<file path="config.mk">
export PLATFORM = sky130hd
export DESIGN_NAME = efx_fifo_rd_ctl_flat
export DESIGN_NICKNAME = d
export VERILOG_FILES = /design/src/rtl/efx_fifo_pkg.sv /design/src/rtl/efx_fifo_rd_ctl_if.sv /design/src/rtl/efx_fifo_bin2gray.sv /design/src/rtl/efx_fifo_rd_ctl.sv /design/src/flat_wrapper.sv
export SDC_FILE = /design/constraint.sdc
export NUM_CORES = 1
export LEC_CHECK = 0
export ABC_AREA = 1
export CELL_PAD_IN_SITES_DETAIL_PLACEMENT = 1
export CELL_PAD_IN_SITES_GLOBAL_PLACEMENT = 2
export CORE_ASPECT_RATIO = 0.9
export CORE_MARGIN = 2
export CORE_UTILIZATION = 15
export DETAILED_ROUTE_END_ITERATION = 16
export HOLD_SLACK_MARGIN = 0.02
export PLACE_DENSITY_LB_ADDON = 0.1
export SETUP_SLACK_MARGIN = 0.2
export SYNTH_ARGS = -nofsm -noshare
export SYNTH_HDL_FRONTEND = slang
export SYNTH_HIERARCHICAL = 1
export SYNTH_SLANG_ARGS = --single-unit
</file>
<file path="constraint.sdc">
create_clock -name clk_i -period 3.64 [get_ports clk_i]
set_clock_uncertainty 0.2 [all_clocks]
set_input_delay 0.364 -clock clk_i [delete_from_list [all_inputs] [get_ports clk_i]]
set_output_delay 0.364 -clock clk_i [all_outputs]
set_load 0.01 [all_outputs]
</file>
<file path="src/rtl/efx_fifo_pkg.sv">
// Shared definitions for the FIFO read/write controllers.
// States, mode names, pointer width and Gray-code helpers.
package efx_fifo_pkg;

  typedef enum logic {
    ST_IDLE  = 1'b0,
    ST_VALID = 1'b1
  } rd_state_e;

  localparam string MODE_STANDARD = "STANDARD";
  localparam string MODE_FWFT     = "FWFT";

  function automatic int depth2width(input int depth);
    return (depth <= 2) ? 1 : $clog2(depth);
  endfunction

  function automatic logic [31:0] bin2gray(input logic [31:0] b);
    return b ^ (b >> 1);
  endfunction

endpackage

</file>
<file path="src/rtl/efx_fifo_rd_ctl_if.sv">
// Read-side bundle: consumer handshake, RAM port and flag feedback.
// slave = read controller, master = surrounding FIFO / consumer.
interface efx_fifo_rd_ctl_if #(
  parameter int ADDR_WIDTH = 10,
  parameter int DATA_WIDTH = 32
) ();

  logic                  rd_en_i;
  logic                  empty_i;
  logic [DATA_WIDTH-1:0] ram_rdata_i;
  logic [ADDR_WIDTH-1:0] rd_adr_o;
  logic [ADDR_WIDTH-1:0] rd_adr_gray_o;
  logic                  rd_ram_o;
  logic [DATA_WIDTH-1:0] rdata_o;
  logic                  rvalid_o;
  logic                  read_last_o;
  logic                  underflow_o;

  modport slave (
    input  rd_en_i, empty_i, ram_rdata_i,
    output rd_adr_o, rd_adr_gray_o, rd_ram_o,
    output rdata_o, rvalid_o, read_last_o,
    output underflow_o
  );

  modport master (
    output rd_en_i, empty_i, ram_rdata_i,
    input  rd_adr_o, rd_adr_gray_o, rd_ram_o,
    input  rdata_o, rvalid_o, read_last_o,
    input  underflow_o
  );

endinterface

</file>
<file path="src/rtl/efx_fifo_bin2gray.sv">
// Binary to Gray converter for FIFO pointers (shared by both sides).
// Widths above 32 bits are not supported by the package helper.
module efx_fifo_bin2gray
  import efx_fifo_pkg::*;
#(
  parameter int ADDR_WIDTH = 10
) (
  input  logic [ADDR_WIDTH-1:0] bin_i,
  output logic [ADDR_WIDTH-1:0] gray_o
);

  logic [31:0] gray_w;

  assign gray_w = bin2gray(32'(bin_i));
  assign gray_o = gray_w[ADDR_WIDTH-1:0];

endmodule

</file>
<file path="src/rtl/efx_fifo_rd_ctl.sv">
// FIFO read controller: read pointer, RAM strobe, STANDARD/FWFT output.
// Define EFX_FIFO_RD_GRAY_EN for a registered Gray pointer (pow2 DEPTH).
module efx_fifo_rd_ctl
  import efx_fifo_pkg::*;
#(
  parameter int    DEPTH      = 1024,
  parameter int    ADDR_WIDTH = depth2width(DEPTH),
  parameter int    DATA_WIDTH = 32,
  parameter string MODE       = "STANDARD"
) (
  input logic              clk_i,
  input logic              a_rst_i,
  efx_fifo_rd_ctl_if.slave rd
);

  localparam bit FWFT = (MODE == MODE_FWFT);
  localparam logic [ADDR_WIDTH-1:0] LAST =
    ADDR_WIDTH'(DEPTH - 1);

  rd_state_e             state_q, state_d;
  logic [ADDR_WIDTH-1:0] adr_q, adr_d;
  logic                  rvalid_q, rvalid_d;
  logic                  unf_q, unf_d;
  logic                  rd_ram;
  logic                  read_last;
  logic [DATA_WIDTH-1:0] rdata;

  always_ff @(posedge clk_i or posedge a_rst_i) begin
    if (a_rst_i) begin
      state_q  <= ST_IDLE;
      adr_q    <= '0;
      rvalid_q <= 1'b0;
      unf_q    <= 1'b0;
    end else begin
      state_q  <= state_d;
      adr_q    <= adr_d;
      rvalid_q <= rvalid_d;
      unf_q    <= unf_d;
    end
  end

  always_comb begin
    state_d = state_q;
    if (FWFT) begin
      unique case (state_q)
        ST_IDLE:
          if (!rd.empty_i) state_d = ST_VALID;
        ST_VALID:
          if (rd.rd_en_i && rd.empty_i) state_d = ST_IDLE;
        default: state_d = ST_IDLE;
      endcase
    end
  end

  always_comb begin
    rd_ram    = 1'b0;
    read_last = 1'b0;
    unf_d     = 1'b0;
    if (FWFT) begin
      unique case (state_q)
        ST_IDLE: begin
          rd_ram = !rd.empty_i;
          unf_d  = rd.rd_en_i;
        end
        ST_VALID: begin
          rd_ram    = rd.rd_en_i && !rd.empty_i;
          read_last = rd.rd_en_i && rd.empty_i;
        end
        default: ;
      endcase
    end else begin
      rd_ram = rd.rd_en_i && !rd.empty_i;
      unf_d  = rd.rd_en_i && rd.empty_i;
    end
  end

  // FWFT valid tracks the staged-word state; STANDARD is the delayed strobe.
  always_comb begin
    rvalid_d = FWFT ? (state_d == ST_VALID) : rd_ram;
    adr_d    = adr_q;
    if (rd_ram) adr_d = (adr_q == LAST) ? '0 : adr_q + 1'b1;
  end

  assign rdata          = rd.ram_rdata_i;
  assign rd.rdata_o     = rdata;
  assign rd.rd_ram_o    = rd_ram && !a_rst_i;
  assign rd.rd_adr_o    = adr_q;
  assign rd.rvalid_o    = rvalid_q;
  assign rd.underflow_o = unf_q;
  assign rd.read_last_o = read_last;

`ifdef EFX_FIFO_RD_GRAY_EN
  if ((DEPTH & (DEPTH - 1)) != 0) begin : g_depth_chk
    $error("efx_fifo_rd_ctl: Gray pointer needs power-of-two DEPTH");
  end

  logic [ADDR_WIDTH-1:0] gray_q, gray_d;

  efx_fifo_bin2gray #(
    .ADDR_WIDTH(ADDR_WIDTH)
  ) u_bin2gray (
    .bin_i (adr_d),
    .gray_o(gray_d)
  );

  always_ff @(posedge clk_i or posedge a_rst_i) begin
    if (a_rst_i) gray_q <= '0;
    else         gray_q <= gray_d;
  end

  assign rd.rd_adr_gray_o = gray_q;
`else
  assign rd.rd_adr_gray_o = adr_q;
`endif

endmodule

</file>
<file path="src/flat_wrapper.sv">
// flat-port wrapper written by rule: the top's interface ports become plain ports
module efx_fifo_rd_ctl_flat import efx_fifo_pkg::*;
#(
  parameter int    DEPTH      = 1024,
  parameter int    ADDR_WIDTH = depth2width(DEPTH),
  parameter int    DATA_WIDTH = 32,
  parameter string MODE       = "        "
)
  (clk_i, a_rst_i, rd_rd_en_i, rd_empty_i, rd_ram_rdata_i, rd_rd_adr_o, rd_rd_adr_gray_o, rd_rd_ram_o, rd_rdata_o, rd_rvalid_o, rd_read_last_o, rd_underflow_o);
  efx_fifo_rd_ctl_if #(.ADDR_WIDTH(ADDR_WIDTH), .DATA_WIDTH(DATA_WIDTH)) rd_i ();
  input logic clk_i;
  input logic a_rst_i;
  input wire logic [$bits(rd_i.rd_en_i)-1:0] rd_rd_en_i;
  input wire logic [$bits(rd_i.empty_i)-1:0] rd_empty_i;
  input wire logic [$bits(rd_i.ram_rdata_i)-1:0] rd_ram_rdata_i;
  output wire logic [$bits(rd_i.rd_adr_o)-1:0] rd_rd_adr_o;
  output wire logic [$bits(rd_i.rd_adr_gray_o)-1:0] rd_rd_adr_gray_o;
  output wire logic [$bits(rd_i.rd_ram_o)-1:0] rd_rd_ram_o;
  output wire logic [$bits(rd_i.rdata_o)-1:0] rd_rdata_o;
  output wire logic [$bits(rd_i.rvalid_o)-1:0] rd_rvalid_o;
  output wire logic [$bits(rd_i.read_last_o)-1:0] rd_read_last_o;
  output wire logic [$bits(rd_i.underflow_o)-1:0] rd_underflow_o;
  assign rd_i.rd_en_i = rd_rd_en_i;
  assign rd_i.empty_i = rd_empty_i;
  assign rd_i.ram_rdata_i = rd_ram_rdata_i;
  assign rd_rd_adr_o = rd_i.rd_adr_o;
  assign rd_rd_adr_gray_o = rd_i.rd_adr_gray_o;
  assign rd_rd_ram_o = rd_i.rd_ram_o;
  assign rd_rdata_o = rd_i.rdata_o;
  assign rd_rvalid_o = rd_i.rvalid_o;
  assign rd_read_last_o = rd_i.read_last_o;
  assign rd_underflow_o = rd_i.underflow_o;
  efx_fifo_rd_ctl #(.DEPTH(DEPTH), .ADDR_WIDTH(ADDR_WIDTH), .DATA_WIDTH(DATA_WIDTH), .MODE(MODE)) u_core (.clk_i(clk_i), .a_rst_i(a_rst_i), .rd(rd_i));
endmodule
</file>
==> results.txt <==
Yosys attributes the largest share of cell area to sky130_fd_sc_hd__buf_4, sky130_fd_sc_hd__dfrtp_1, sky130_fd_sc_hd__nand2_1. The die covers 0.00719 mm^2. The count of routing violations after the opening detailed-route iteration came out at 12. The largest vdd supply drop came out at 0.221 mV.

The path class of the tightest hold or removal check is input pin to asynchronous set/reset pin. The synthesized flop and latch total is 12. The fraction of the yosys area taken by sequential cells is 0.307. In the synthesized netlist the async set-or-reset flop fraction comes to 1.00.

The final count of negative-setup-slack endpoints came out at 0. The insertion delay to the later sink of the worst-skew pair came out at 0.24 ns. On the critical path, the stage with the largest delay is an instance of sky130_fd_sc_hd__clkdlybuf4s50_1. The arrival time of data at the critical path endpoint is 1.64 ns. The worst pin sits at a relative slew slack of 0.661.

The number of warnings printed during yosys synthesis is 6. The number of placed I/O pins is 92. The count of vias placed by the detailed router came out at 619.

The register clock-pin slew on the reported worst setup and hold paths is 0.06 ns. The capture point of the worst reg-to-reg path is u_core/rd.rd_adr_gray_o[3]. The startpoint-to-endpoint class of the critical path is input pin to output port.

The final core utilization came out at 0.174. The final period demand of the worst path came out at 2.21 ns. The pin count of the biggest net entering global routing came out at 13. Clock tree synthesis inserted a total of 3 buffers. The number of buffers inserted for hold repair after clock tree synthesis came out at 0. The net count after synthesis came out at 160.

The routing layer with the top usage in global route is met1. The maximum fanout count along the critical path came out at 6. Of the available clock period, the critical path in the final layout requires 0.606. The initial utilization of the core area, before any placement, comes to 0.157.

The cell that appears most often on the critical path is sky130_fd_sc_hd__clkdlybuf4s50_1. The remaining antenna violation count after routing is 0. After floorplanning, the core was sized to cover 0.00622 mm^2. Among all cell types in the netlist, the one instantiated most often is sky130_fd_sc_hd__buf_4. The overall power consumption came out at 0.000568 W. At the end of routability-driven placement, the weighted congestion stood at 0.635.

Before antenna repair, the detailed router went through 4 iterations. The routed wirelength normalized by instance count is 11.0 um. The internal reg-to-reg setup slack came out at 2.06 ns. The kind of start point of the critical path is an input pin. The number of synthesized flops with an enable pin is 0. For met3 alone, demand over resource in global routing was 0.0298. The data required time at the worst endpoint is 3.08 ns. The startpoint of the worst-slack reg-to-reg timing path is u_core/rd.rd_adr_gray_o[1].

The wire length of the first global-routing pass is 3.26 mm. Measured along the x axis, the die boundary spans 89.1 um. The flow ran to the end, and the final reports show no timing, DRC or antenna violations. The category of the worst setup path capture point is an output port. The initial antenna violation count came out at 0. The final-stage net count came out at 148. The proportion of layout cells with a drive suffix above 1 came out at 0.145. Among all flip-flop cells after synthesis, the most frequent one is sky130_fd_sc_hd__dfrtp_1. The number of sinks driven by the clock tree came out at 12. TritonCTS built the clock tree. The number of port buffers is 26. The antenna cell count is 0.

The synthesis-to-finish area growth came out at 10.4%. The die is 80.6 um tall. The maximum count of clock buffers along a single path came out at 2.

The via count of the first global-routing pass came out at 596. The average via count per standard cell is 3.14. For this block, the routed nets add up to 2.18 mm of wire. At the pin with the least slew margin, the transition time is 0.507 ns.

Once detailed placement completed, the half-perimeter wirelength came to 1.64 mm. The stage delay of the slowest cell on the critical path is 0.54 ns. Summing all non-filler instances in the final layout gives an area of 0.00108 mm^2.

Sorting the synthesized cells by how often they occur yields sky130_fd_sc_hd__buf_4, sky130_fd_sc_hd__nand2_1, sky130_fd_sc_hd__dfrtp_1. The max-slew violation count was 0. The number of design rule violations left after detail routing is 0. The share of synthesized area in the top cell type comes to 0.330. The number of different library cells in the post-synthesis netlist is 21.

The worst register-to-register path has a depth of 6. CTS built an H-tree with a depth of 1. Power spread over the standard cell area amounts to 526 mW/mm^2.

After synthesis the cells add up to 978 um^2. The mean cell area of the mapped netlist is 7.95 um^2. The timing-limited maximum frequency came out at 0.453 GHz. Traced cell by cell, the critical path runs through clkdlybuf4s50_1 -> nand2_4 -> nor2_1 -> clkdlybuf4s50_1.

The post-synthesis cell count is 123. The post-route worst setup slack is 1.43 ns. The number of hold-slack violations in the final timing report is 0. The worst-case setup slack after placement is 1.43 ns.

Across the run, the number of max-cap violations was 0. The total leakage power is 0.474 nW. The number of cells upsized or downsized after cts came out at 0. The cell row count is 27. The post-CTS setup-driven buffer insertion count came out at 0.

The total negative slack is 0 ns. The area after detailed placement is 0.00102 mm^2. The most area-hungry cell type in the Yosys netlist is sky130_fd_sc_hd__buf_4. The tree is rooted in a sky130_fd_sc_hd__clkbuf_8. The met2 track demand over resource came out at 0.0756. Setup repair after global routing left no endpoint under its margin. Across every metal layer, demand over resource in global routing totals 0.0623.

The remaining global-route overflow came out at 0. For met1 alone, demand over resource in global routing was 0.0964.
[sequential cells by signal (all words and copies together), names as in the netlist]
signal / count
u_core/rd.rd_adr_gray_o: 10
u_core/rd.rvalid_o: 1
u_core/rd.underflow_o: 1
[layer usage]
metal	routed length [um]	vias to the layer above	share of wire
met4	12	0	0.0055
li1	-	304	-
met3	168	4	0.077
met2	867	23	0.40
met1	1130	288	0.52
met5	0	-	0
[critical path: cells and delay by family]
family,cells,cell delay [ns]
and+or+nand+nor,2,0.21
buffers and inverters,2,1.06
[power by group]
| part | switching, W | internal [W] |
|---|---|---|
| Clock | 0.0000537 | 0.0000957 |
| Sequential | 0.0000483 | 0.000161 |
| Combinational | 0.0000923 | 0.000118 |
[layout by cell type, fill, tap and decap left out, drive strengths merged]
cell           netlist  routed
xor2                 2       2
nand3b               1       1
nand3                6       6
inv                 12      12
o21ai                2       2
conb                 1       1
clkdlybuf4s50        0      26
nor2                12      12
nand4                2       2
nand2               26      26
clkbuf               0       4
clkinv               1       1
ha                   1       1
xnor2                2       2
dfrtp               12      12
[final cells by class]
cell class,instances,area (um^2)
inverter,13,48.8
sequential,12,300
fill,757,5140
timing repair buffer,26,260
clock buffer,4,55.1
multi-input combinational,55,307
tap,87,109
[worst max-delay path by stage]
stage | from | to
finish | rd_rd_en_i | rd_rd_ram_o
global route | rd_rd_en_i | rd_rd_ram_o
CTS | rd_rd_en_i | rd_rd_ram_o
detailed placement | rd_rd_en_i | rd_rd_ram_o
global placement | rd_rd_en_i | rd_rd_ram_o
floorplan | u_core/rd.rd_adr_gray_o[1] | u_core/rd.rd_adr_gray_o[3]
[through the flow]
step / std cells / hold slack (ns)
4_1_cts: 197 / 0.317
2_1_floorplan: 123 / 0.0287
6_report: 197 / 0.282
3_3_place_gp: 193 / 0.344
5_1_grt: 197 / 0.356
3_5_place_dp: 193 / 0.354
[kinds of logic (layout without fill, tap and decap cells)]
kind of cell,after synthesis,count (layout),share of synthesized area
AO/OA/AOI/OAI,2,2,0.0102
XOR/XNOR,4,4,0.0358
adder cells (fa/ha/maj),1,1,0.0128
buffers and inverters,56,43,0.380
flip-flops,12,12,0.307
other,1,1,0.00383
AND/OR/NAND/NOR,47,47,0.251
Note: power is estimated with default switching activity, not from simulation.
